## config.mk

```make
export PLATFORM = sky130hd
export DESIGN_NAME = pc_sequencer
export DESIGN_NICKNAME = d
export VERILOG_FILES = /design/src/rtl/pc_sequencer.sv
export SDC_FILE = /design/constraint.sdc
export NUM_CORES = 1
export LEC_CHECK = 0
export CAP_MARGIN = 10
export CORE_MARGIN = 2
export CORE_UTILIZATION = 49
export CTS_CLUSTER_DIAMETER = 50
export DETAILED_ROUTE_END_ITERATION = 6
export PLACE_DENSITY = 0.88
export SETUP_SLACK_MARGIN = 0.1
export SYNTH_ARGS = -nofsm -noshare
export SYNTH_HDL_FRONTEND = slang
export SYNTH_SLANG_ARGS = --single-unit
```

## constraint.sdc

```tcl
create_clock -name clk -period 5.9 [get_ports clk]
set_input_delay 0.59 -clock clk [delete_from_list [all_inputs] [get_ports clk]]
set_output_delay 0.59 -clock clk [all_outputs]
set_load 0.05 [all_outputs]
```

## src/rtl/pc_sequencer.sv

```systemverilog
// Fetch-stage PC register with stride advance, branch/jump redirect,
// one-cycle redirect bubble and a saturating redirect counter.
module pc_sequencer #(
   parameter int unsigned WIDTH    = 32,
   parameter int unsigned STEP     = 4,
   parameter logic [WIDTH-1:0] RESET_PC = '0,
   parameter int unsigned OFFSET_W = 16,
   parameter int unsigned SHIFT    = 2,
   parameter int unsigned CNT_W    = 16
) (
   input  logic                clk,
   input  logic                rst_n,
   output logic [WIDTH-1:0]    pc,
   output logic                pc_valid,
   input  logic                fetch_ready,
   output logic [WIDTH-1:0]    pc_inc,
   input  logic                branch_req,
   input  logic [WIDTH-1:0]    branch_base,
   input  logic [OFFSET_W-1:0] branch_offset,
   output logic [WIDTH-1:0]    branch_target,
   input  logic                jump_req,
   input  logic [WIDTH-1:0]    jump_target,
   output logic                misalign,
   output logic [CNT_W-1:0]    redirect_cnt
);

   localparam logic [1:0] BOOT   = 2'd0;
   localparam logic [1:0] RUN    = 2'd1;
   localparam logic [1:0] BUBBLE = 2'd2;

   localparam logic [WIDTH-1:0] STEP_W = WIDTH'(STEP);
   localparam logic [WIDTH-1:0] ALIGN  = WIDTH'(STEP - 1);

   logic [1:0]       state;
   logic [1:0]       state_nxt;
   logic [WIDTH-1:0] pc_nxt;
   logic [WIDTH-1:0] off_ext;
   logic             mis_nxt;
   logic             bump;

   assign pc_inc  = pc + STEP_W;
   assign off_ext = WIDTH'($signed(branch_offset));
   assign branch_target = branch_base + (off_ext << SHIFT);

   // Redirects are honoured in every state; advance only while presenting.
   always_comb begin
      state_nxt = state;
      pc_nxt    = pc;
      mis_nxt   = 1'b0;
      bump      = 1'b0;
      if (jump_req) begin
         pc_nxt    = jump_target & ~ALIGN;
         mis_nxt   = |(jump_target & ALIGN);
         state_nxt = BUBBLE;
         bump      = 1'b1;
      end else if (branch_req) begin
         pc_nxt    = branch_target;
         state_nxt = BUBBLE;
         bump      = 1'b1;
      end else begin
         case (state)
            BOOT:    state_nxt = RUN;
            RUN:     if (fetch_ready) pc_nxt = pc_inc;
            BUBBLE:  state_nxt = RUN;
            default: state_nxt = BOOT;
         endcase
      end
   end

   always_ff @(posedge clk or negedge rst_n) begin
      if (!rst_n) begin
         state        <= BOOT;
         pc           <= RESET_PC;
         pc_valid     <= 1'b0;
         misalign     <= 1'b0;
         redirect_cnt <= '0;
      end else begin
         state    <= state_nxt;
         pc       <= pc_nxt;
         pc_valid <= (state_nxt == RUN);
         misalign <= mis_nxt;
         if (bump && redirect_cnt != '1)
            redirect_cnt <= redirect_cnt + CNT_W'(1);
      end
   end

endmodule
```

==> flow_metrics.env, run 1 <==
export IMPL_status="finished, final reports clean"
export IMPL_cp_num_buf_inv=2
export IMPL_clock_skew_final_ns=0.01052
export IMPL_path_clk_slew_ns=0.10
export IMPL_area_growth_syn_to_layout_pct=40.13
export IMPL_core_region_area_sq_um=10280
export IMPL_gp_congestion=0.9441
export IMPL_ys_top_cells_by_area="dfrtp_1 (25%), xnor2_1 (8.5%), ha_1 (7.5%)"
export IMPL_cp_data_required_time_ns=5.31
export IMPL_whs_ns=0.3779
export IMPL_synth_edf_count=0
export IMPL_cts_htree_levels=2
export IMPL_dp_cells=947
export IMPL_syn_avg_cell_area_sq_um=8.065
export IMPL_vias=5791
export IMPL_final_area_sq_um=7244
export IMPL_post_cts_buffers=0
export IMPL_cts_sinks=52
export IMPL_vdd_drop_max_uv=214.0
export IMPL_rows=37
export IMPL_fin_cells=955
export IMPL_drc=0
export IMPL_synthFlopType="dfrtp_1"
export IMPL_drive_gt1_share_pct=4.518
export IMPL_tightest_slew_ns=1.012
export IMPL_port_buffers=198
export IMPL_drtIter0Drc=352
export IMPL_crit_chain="clkdlybuf4s50_1, ha_1, nand2_2, or3_4, nor2_1, o211ai_1, a211oi_1, nor2_1, xor2_1, clkdlybuf4s50_1"
export IMPL_fp_dieH_um=106.7
export IMPL_io_pins=199
export IMPL_hold_violations=0
export IMPL_final_core_util_pct=70.49
export IMPL_cp_start_kind="primary input"
export IMPL_postRouteAntennaNets=0
export IMPL_netlist_area_sq_um=5170
export IMPL_hold_class="in2async"
export IMPL_slowest_stage="clkdlybuf4s50_1"
export IMPL_syn_nets=758
export IMPL_power_density_nw_per_um2=273.3
export IMPL_leakage_nw=2.860
export IMPL_worstSetupPathType="in2out"
export IMPL_clk_latency_ns=0.31
export IMPL_grt_overflow=0
export IMPL_numCtsBuffers=5
export IMPL_start_util_pct=50.30
export IMPL_maxCapViolations=0
export IMPL_antenna_found_initial=0
export IMPL_slew_viol_final=0
export IMPL_clk_path_buf_depth=2
export IMPL_cts_root_buf="clkbuf_8"
export IMPL_netlist_cell_type_count=72
export IMPL_fin_nets=935
export IMPL_path_delay_family="buffers and inverters"
export IMPL_tns_ns=0
export IMPL_grt_pass1_vias=5548
export IMPL_syn_instance_count=641
export IMPL_async_reset_ff_share_pct=100.0
export IMPL_cts_hold_buffers_added=0
export IMPL_min_period_ns=4.893
export IMPL_yosys_area_top_type="dfrtp_1"
export IMPL_max_freq_ghz=0.2044
export IMPL_ys_seq_area_share_pct=25.17
export IMPL_relSlewSlack_pct=32.35
export IMPL_dieArea_sq_um=11390
export IMPL_rsz0062_at_grt="false"
export IMPL_ys_ff_latch=52
export IMPL_grt_first_pass_wirelength_um=27830
export IMPL_end_kind="output pin"
export IMPL_wire_per_inst_um=18.56
export IMPL_grt_max_degree=53
export IMPL_synth_top_area_share_pct=25.17
export IMPL_finalSetupViolCount=0
export IMPL_critPathMaxStageDelay_ns=0.84
export IMPL_first_pass_iters=5
export IMPL_die_w_um=106.7
export IMPL_crit_fanout=15
export IMPL_antenna_cells=0
export IMPL_grt_total_usage_pct=30.31
export IMPL_dpl_cell_area_sq_um=7151
export IMPL_routed_wl_um=17720
export IMPL_hpwl_um=13990
export IMPL_via_per_inst=6.064
export IMPL_critPathArrivalTime_ns=4.30
export IMPL_cts_tree="done"
export IMPL_cts_resized=0
export IMPL_timing_final_crit_share_pct=82.93
export IMPL_yosysWarnings=0
[power breakdown]
group / internal (W) / total [W] / leakage, nW / switching (W)
logic: 0.000437 / 0.00125 / 2.20 / 0.000816
clock network: 0.0000868 / 0.000218 / 0.0452 / 0.000131
registers: 0.000414 / 0.000510 / 0.617 / 0.0000956
[kinds of logic (layout without fill, tap and decap cells)]
group	after synthesis	count (layout)	share of synthesized area (%)
AOI/OAI and AO/OA	161	161	21.15
xor gates and xnor gates	80	80	13.55
adders and majority gates	32	32	7.890
buffers and inverters	50	228	5.033
DFF	52	52	25.17
muxes	11	11	2.178
and+or+nand+nor	255	255	25.02
[Yosys cell counts, types with 18 or more instances]
| master | number |
|---|---|
| o21ai_0 | 32 |
| nor2_1 | 64 |
| inv_1 | 18 |
| ha_1 | 31 |
| nor3_1 | 19 |
| xnor2_1 | 50 |
| xor2_1 | 30 |
| a21oi_1 | 40 |
| nand2_1 | 67 |
| dfrtp_1 | 52 |
| nand3_1 | 33 |
[area by class of cell]
| cell class | count | area (sq um) |
|---|---|---|
| Tap cell | 136 | 170.2 |
| Clock buffer | 5 | 68.82 |
| Clock inverter | 3 | 25.02 |
| Sequential cell | 52 | 1301 |
| Inverter | 19 | 71.32 |
| Fill cell | 835 | 3033 |
| Multi-Input combinational cell | 539 | 3608 |
| Timing Repair Buffer | 201 | 1999 |
[path summary, 6_finish.rpt]
path,cells past startpoint,to,slack [ns],from
min in group clk,1,redirect_cnt[15],0.51,redirect_cnt[15]
worst min register to register,1,redirect_cnt[15],0.51,redirect_cnt[15]
worst max-delay path,10,branch_target[31],1.01,branch_offset[15]
worst max register to register,7,pc[30],3.49,pc[2]
worst min-delay path,2,state[0],0.38,rst_n
max in group asynchronous,2,pc[31],5.07,rst_n
[stage by stage]
stage | setup WS, ns | power, W
after floorplan | 2.368 | 0.001318
after global placement | 1.137 | 0.001737
after detailed placement | 1.035 | 0.001756
after CTS | 1.014 | 0.001972
after global routing | 0.8098 | 0.002059
final | 1.007 | 0.001980
[flip-flops by register name, summed over array words and instances (netlist names)]
register      cells
misalign          1
pc               32
pc_valid          1
redirect_cnt     16
state             2
[metal layers]
layer	global-route usage, %	wire, um	vias to the layer above
li1	-	-	2689
met1	38.74	7132	2781
met2	53.41	8800	290
met3	4.195	1424	31
met4	8.442	366	0
met5	0	0	-
[layout by cell type (no fill, tap or decap), types with 5 or more instances in the layout]
cell type / instances
o211ai_1: 8
ha_1: 31
nand4_1: 12
dfrtp_1: 52
inv_1: 18
a22oi_1: 5
o221a_2: 6
clkdlybuf4s50_1: 197
o22ai_1: 5
o21a_1: 10
nor2_1: 64
and4_1: 8
xor2_1: 30
mux2i_1: 9
nand2_1: 67
a31oi_1: 7
a21oi_1: 40
nand3_1: 33
clkbuf_8: 5
and3_1: 8
xnor2_1: 50
nor3_1: 19
nor4_1: 5
a21o_1: 9
o21ai_0: 32
or3_1: 7
[worst reg2reg max path, delay by kind of cell, from the launching register on]
family	cells	cell delay, ns
AOI/OAI and AO/OA	1	0.19
adders and majority gates	1	0.33
DFF	1	0.54
muxes	1	0.24
and+or+nand+nor	4	1.04
Note: power is estimated with default switching activity, not from simulation.
==> run 2, diff against run 1 <==
Settings changed: CORE_UTILIZATION 49 to 45, PLACE_DENSITY 0.88 to 0.82.
Clock period 5.9 ns to 4.85 ns, I/O delays scaled along.
==> run 2 against run 1 <==
Effect of this change: die area up 8.6%; largest cell class unchanged; sequential share of layout area down 0.29 points; first-iteration DRC count up 40%; power up 29%; routed wire length up 3.1%; via count down 1.0%; worst setup slack worse by 0.66 ns.
==> flow_metrics.env, run 2 (synthesis gave the netlist of run 1 again) <==
export IMPL_io_pins=199
export IMPL_routed_wl_um=18270
export IMPL_power_density_nw_per_um2=347.7
export IMPL_cts_resized=0
export IMPL_critPathArrivalTime_ns=4.02
export IMPL_cp_data_required_time_ns=4.37
export IMPL_grt_max_degree=53
export IMPL_die_w_um=111.2
export IMPL_use_met2_pct=48.25
export IMPL_maxCapViolations=0
export IMPL_layout_commonest_cell="clkdlybuf4s50_1"
export IMPL_min_period_ns=4.507
export IMPL_timing_critical_path_mode_cell="clkdlybuf4s50_1"
export IMPL_end_kind="output pin"
export IMPL_dp_cells=959
export IMPL_whs_ns=0.3067
export IMPL_use_met3_pct=2.843
export IMPL_vdd_drop_max_uv=386.3
export IMPL_cts_sinks=52
export IMPL_final_core_util_pct=65.04
export IMPL_crit_fanout=9
export IMPL_fin_nets=940
export IMPL_tightest_slew_ns=0.8250
export IMPL_status="finished, final reports clean"
export IMPL_via_per_inst=5.928
export IMPL_grt_busiest_layer="met2"
export IMPL_first_pass_iters=7
export IMPL_dieArea_sq_um=12360
export IMPL_post_cts_buffers=0
export IMPL_rows=39
export IMPL_hpwl_um=14500
export IMPL_timing_final_crit_share_pct=92.93
export IMPL_drive_gt1_share_pct=5.340
export IMPL_tns_ns=0
export IMPL_vias=5732
export IMPL_final_area_sq_um=7363
export IMPL_dpl_cell_area_sq_um=7192
export IMPL_area_growth_syn_to_layout_pct=42.42
export IMPL_path_delay_family="buffers and inverters"
export IMPL_slew_viol_final=0
export IMPL_finalSetupViolCount=0
export IMPL_ff2ff_path_depth=7
export IMPL_cts_tree="done"
export IMPL_critical_path_depth=8
export IMPL_clock_skew_final_ns=0.009538
export IMPL_grt_total_usage_pct=28.53
export IMPL_wire_per_inst_um=18.90
export IMPL_fin_cells=967
export IMPL_largest_reg_flops=32
export IMPL_top_regs="pc (32), redirect_cnt (16), state (2)"
export IMPL_worstSetupPathType="in2out"
export IMPL_port_buffers=198
export IMPL_cp_start_kind="primary input"
export IMPL_grt_first_pass_wirelength_um=28990
export IMPL_final_cell_mix="clkdlybuf4s50_1 (195), nand2_1 (67), nor2_1 (64)"
export IMPL_met1_usage_pct=39.14
export IMPL_grt_overflow=0
export IMPL_drtIter0Drc=494
export IMPL_largest_register="pc"
export IMPL_max_freq_ghz=0.2219
export IMPL_fp_dieH_um=111.2
export IMPL_n_fill_cell=941
export IMPL_clk_latency_ns=0.30
export IMPL_cp_num_buf_inv=3
export IMPL_core_region_area_sq_um=11320
export IMPL_postRouteAntennaNets=0
export IMPL_antenna_cells=0
export IMPL_cts_hold_buffers_added=0
export IMPL_grt_pass1_vias=5560
export IMPL_crit_chain="clkdlybuf4s50_1, buf_4, ha_1, nand2_1, or4_1, o211ai_1, xor2_1, clkdlybuf4s50_1"
export IMPL_cts_root_buf="clkbuf_16"
export IMPL_rsz0062_at_grt="false"
export IMPL_gp_congestion=0.9073
export IMPL_start_util_pct=45.67
export IMPL_relSlewSlack_pct=44.53
export IMPL_cts_htree_levels=2
export IMPL_clk_path_buf_depth=2
export IMPL_critPathMaxStageDelay_ns=0.86
export IMPL_numCtsBuffers=5
export IMPL_path_clk_slew_ns=0.07
export IMPL_antenna_found_initial=0
export IMPL_drc=0
export IMPL_leakage_nw=2.922
export IMPL_hold_violations=0
export IMPL_hold_class="in2async"
export IMPL_slowest_stage="clkdlybuf4s50_1"
## run 2: final timing paths
path / slack [ns] / from / end
min in group clk: 0.48 / state[1] / pc_valid
max: 0.34 / branch_offset[15] / branch_target[28]
max in group asynchronous: 4.09 / rst_n / pc[23]
min: 0.31 / rst_n / redirect_cnt[5]
max reg2reg: 2.42 / pc[2] / pc[30]
min reg2reg: 0.48 / state[1] / pc_valid
## run 2: final cells by class
class	count	area, sq um	share of cell area [%]
Multi-Input combinational cell	539	3608	49.01
Clock buffer	5	125.1	1.699
Tap cell	143	178.9	2.430
Timing Repair Buffer	206	2032	27.60
Inverter	19	71.32	0.9686
Sequential cell	52	1301	17.67
Clock inverter	3	46.29	0.6287
## run 2: power breakdown
part / internal, W / switching [W]
logic: 0.000533 / 0.000993
clock network: 0.000246 / 0.000167
registers: 0.000504 / 0.000118
## run 2: per-layer routing
metal,routed length (um),part of all wire (%)
met2,8693,48
met5,0,0
met1,7766,42
met3,1363,7.5
met4,450,2.5
## run 2: through the flow
stage               total power [W]  setup slack, ns
finish                     0.002560           0.3431
CTS                        0.002555           0.3856
global route               0.002662           0.1618
floorplan                  0.001604            1.528
global placement           0.002127           0.5015
detailed placement         0.002141           0.3976
## run 2: worst register-to-register path: cells and delay by family (launching register included)
family | cells | cell delay, ns
AND/OR/NAND/NOR | 4 | 1.05
flip-flops | 1 | 0.52
adder cells (fa/ha/maj) | 1 | 0.32
multiplexers | 1 | 0.28
AO/OA/AOI/OAI | 1 | 0.21
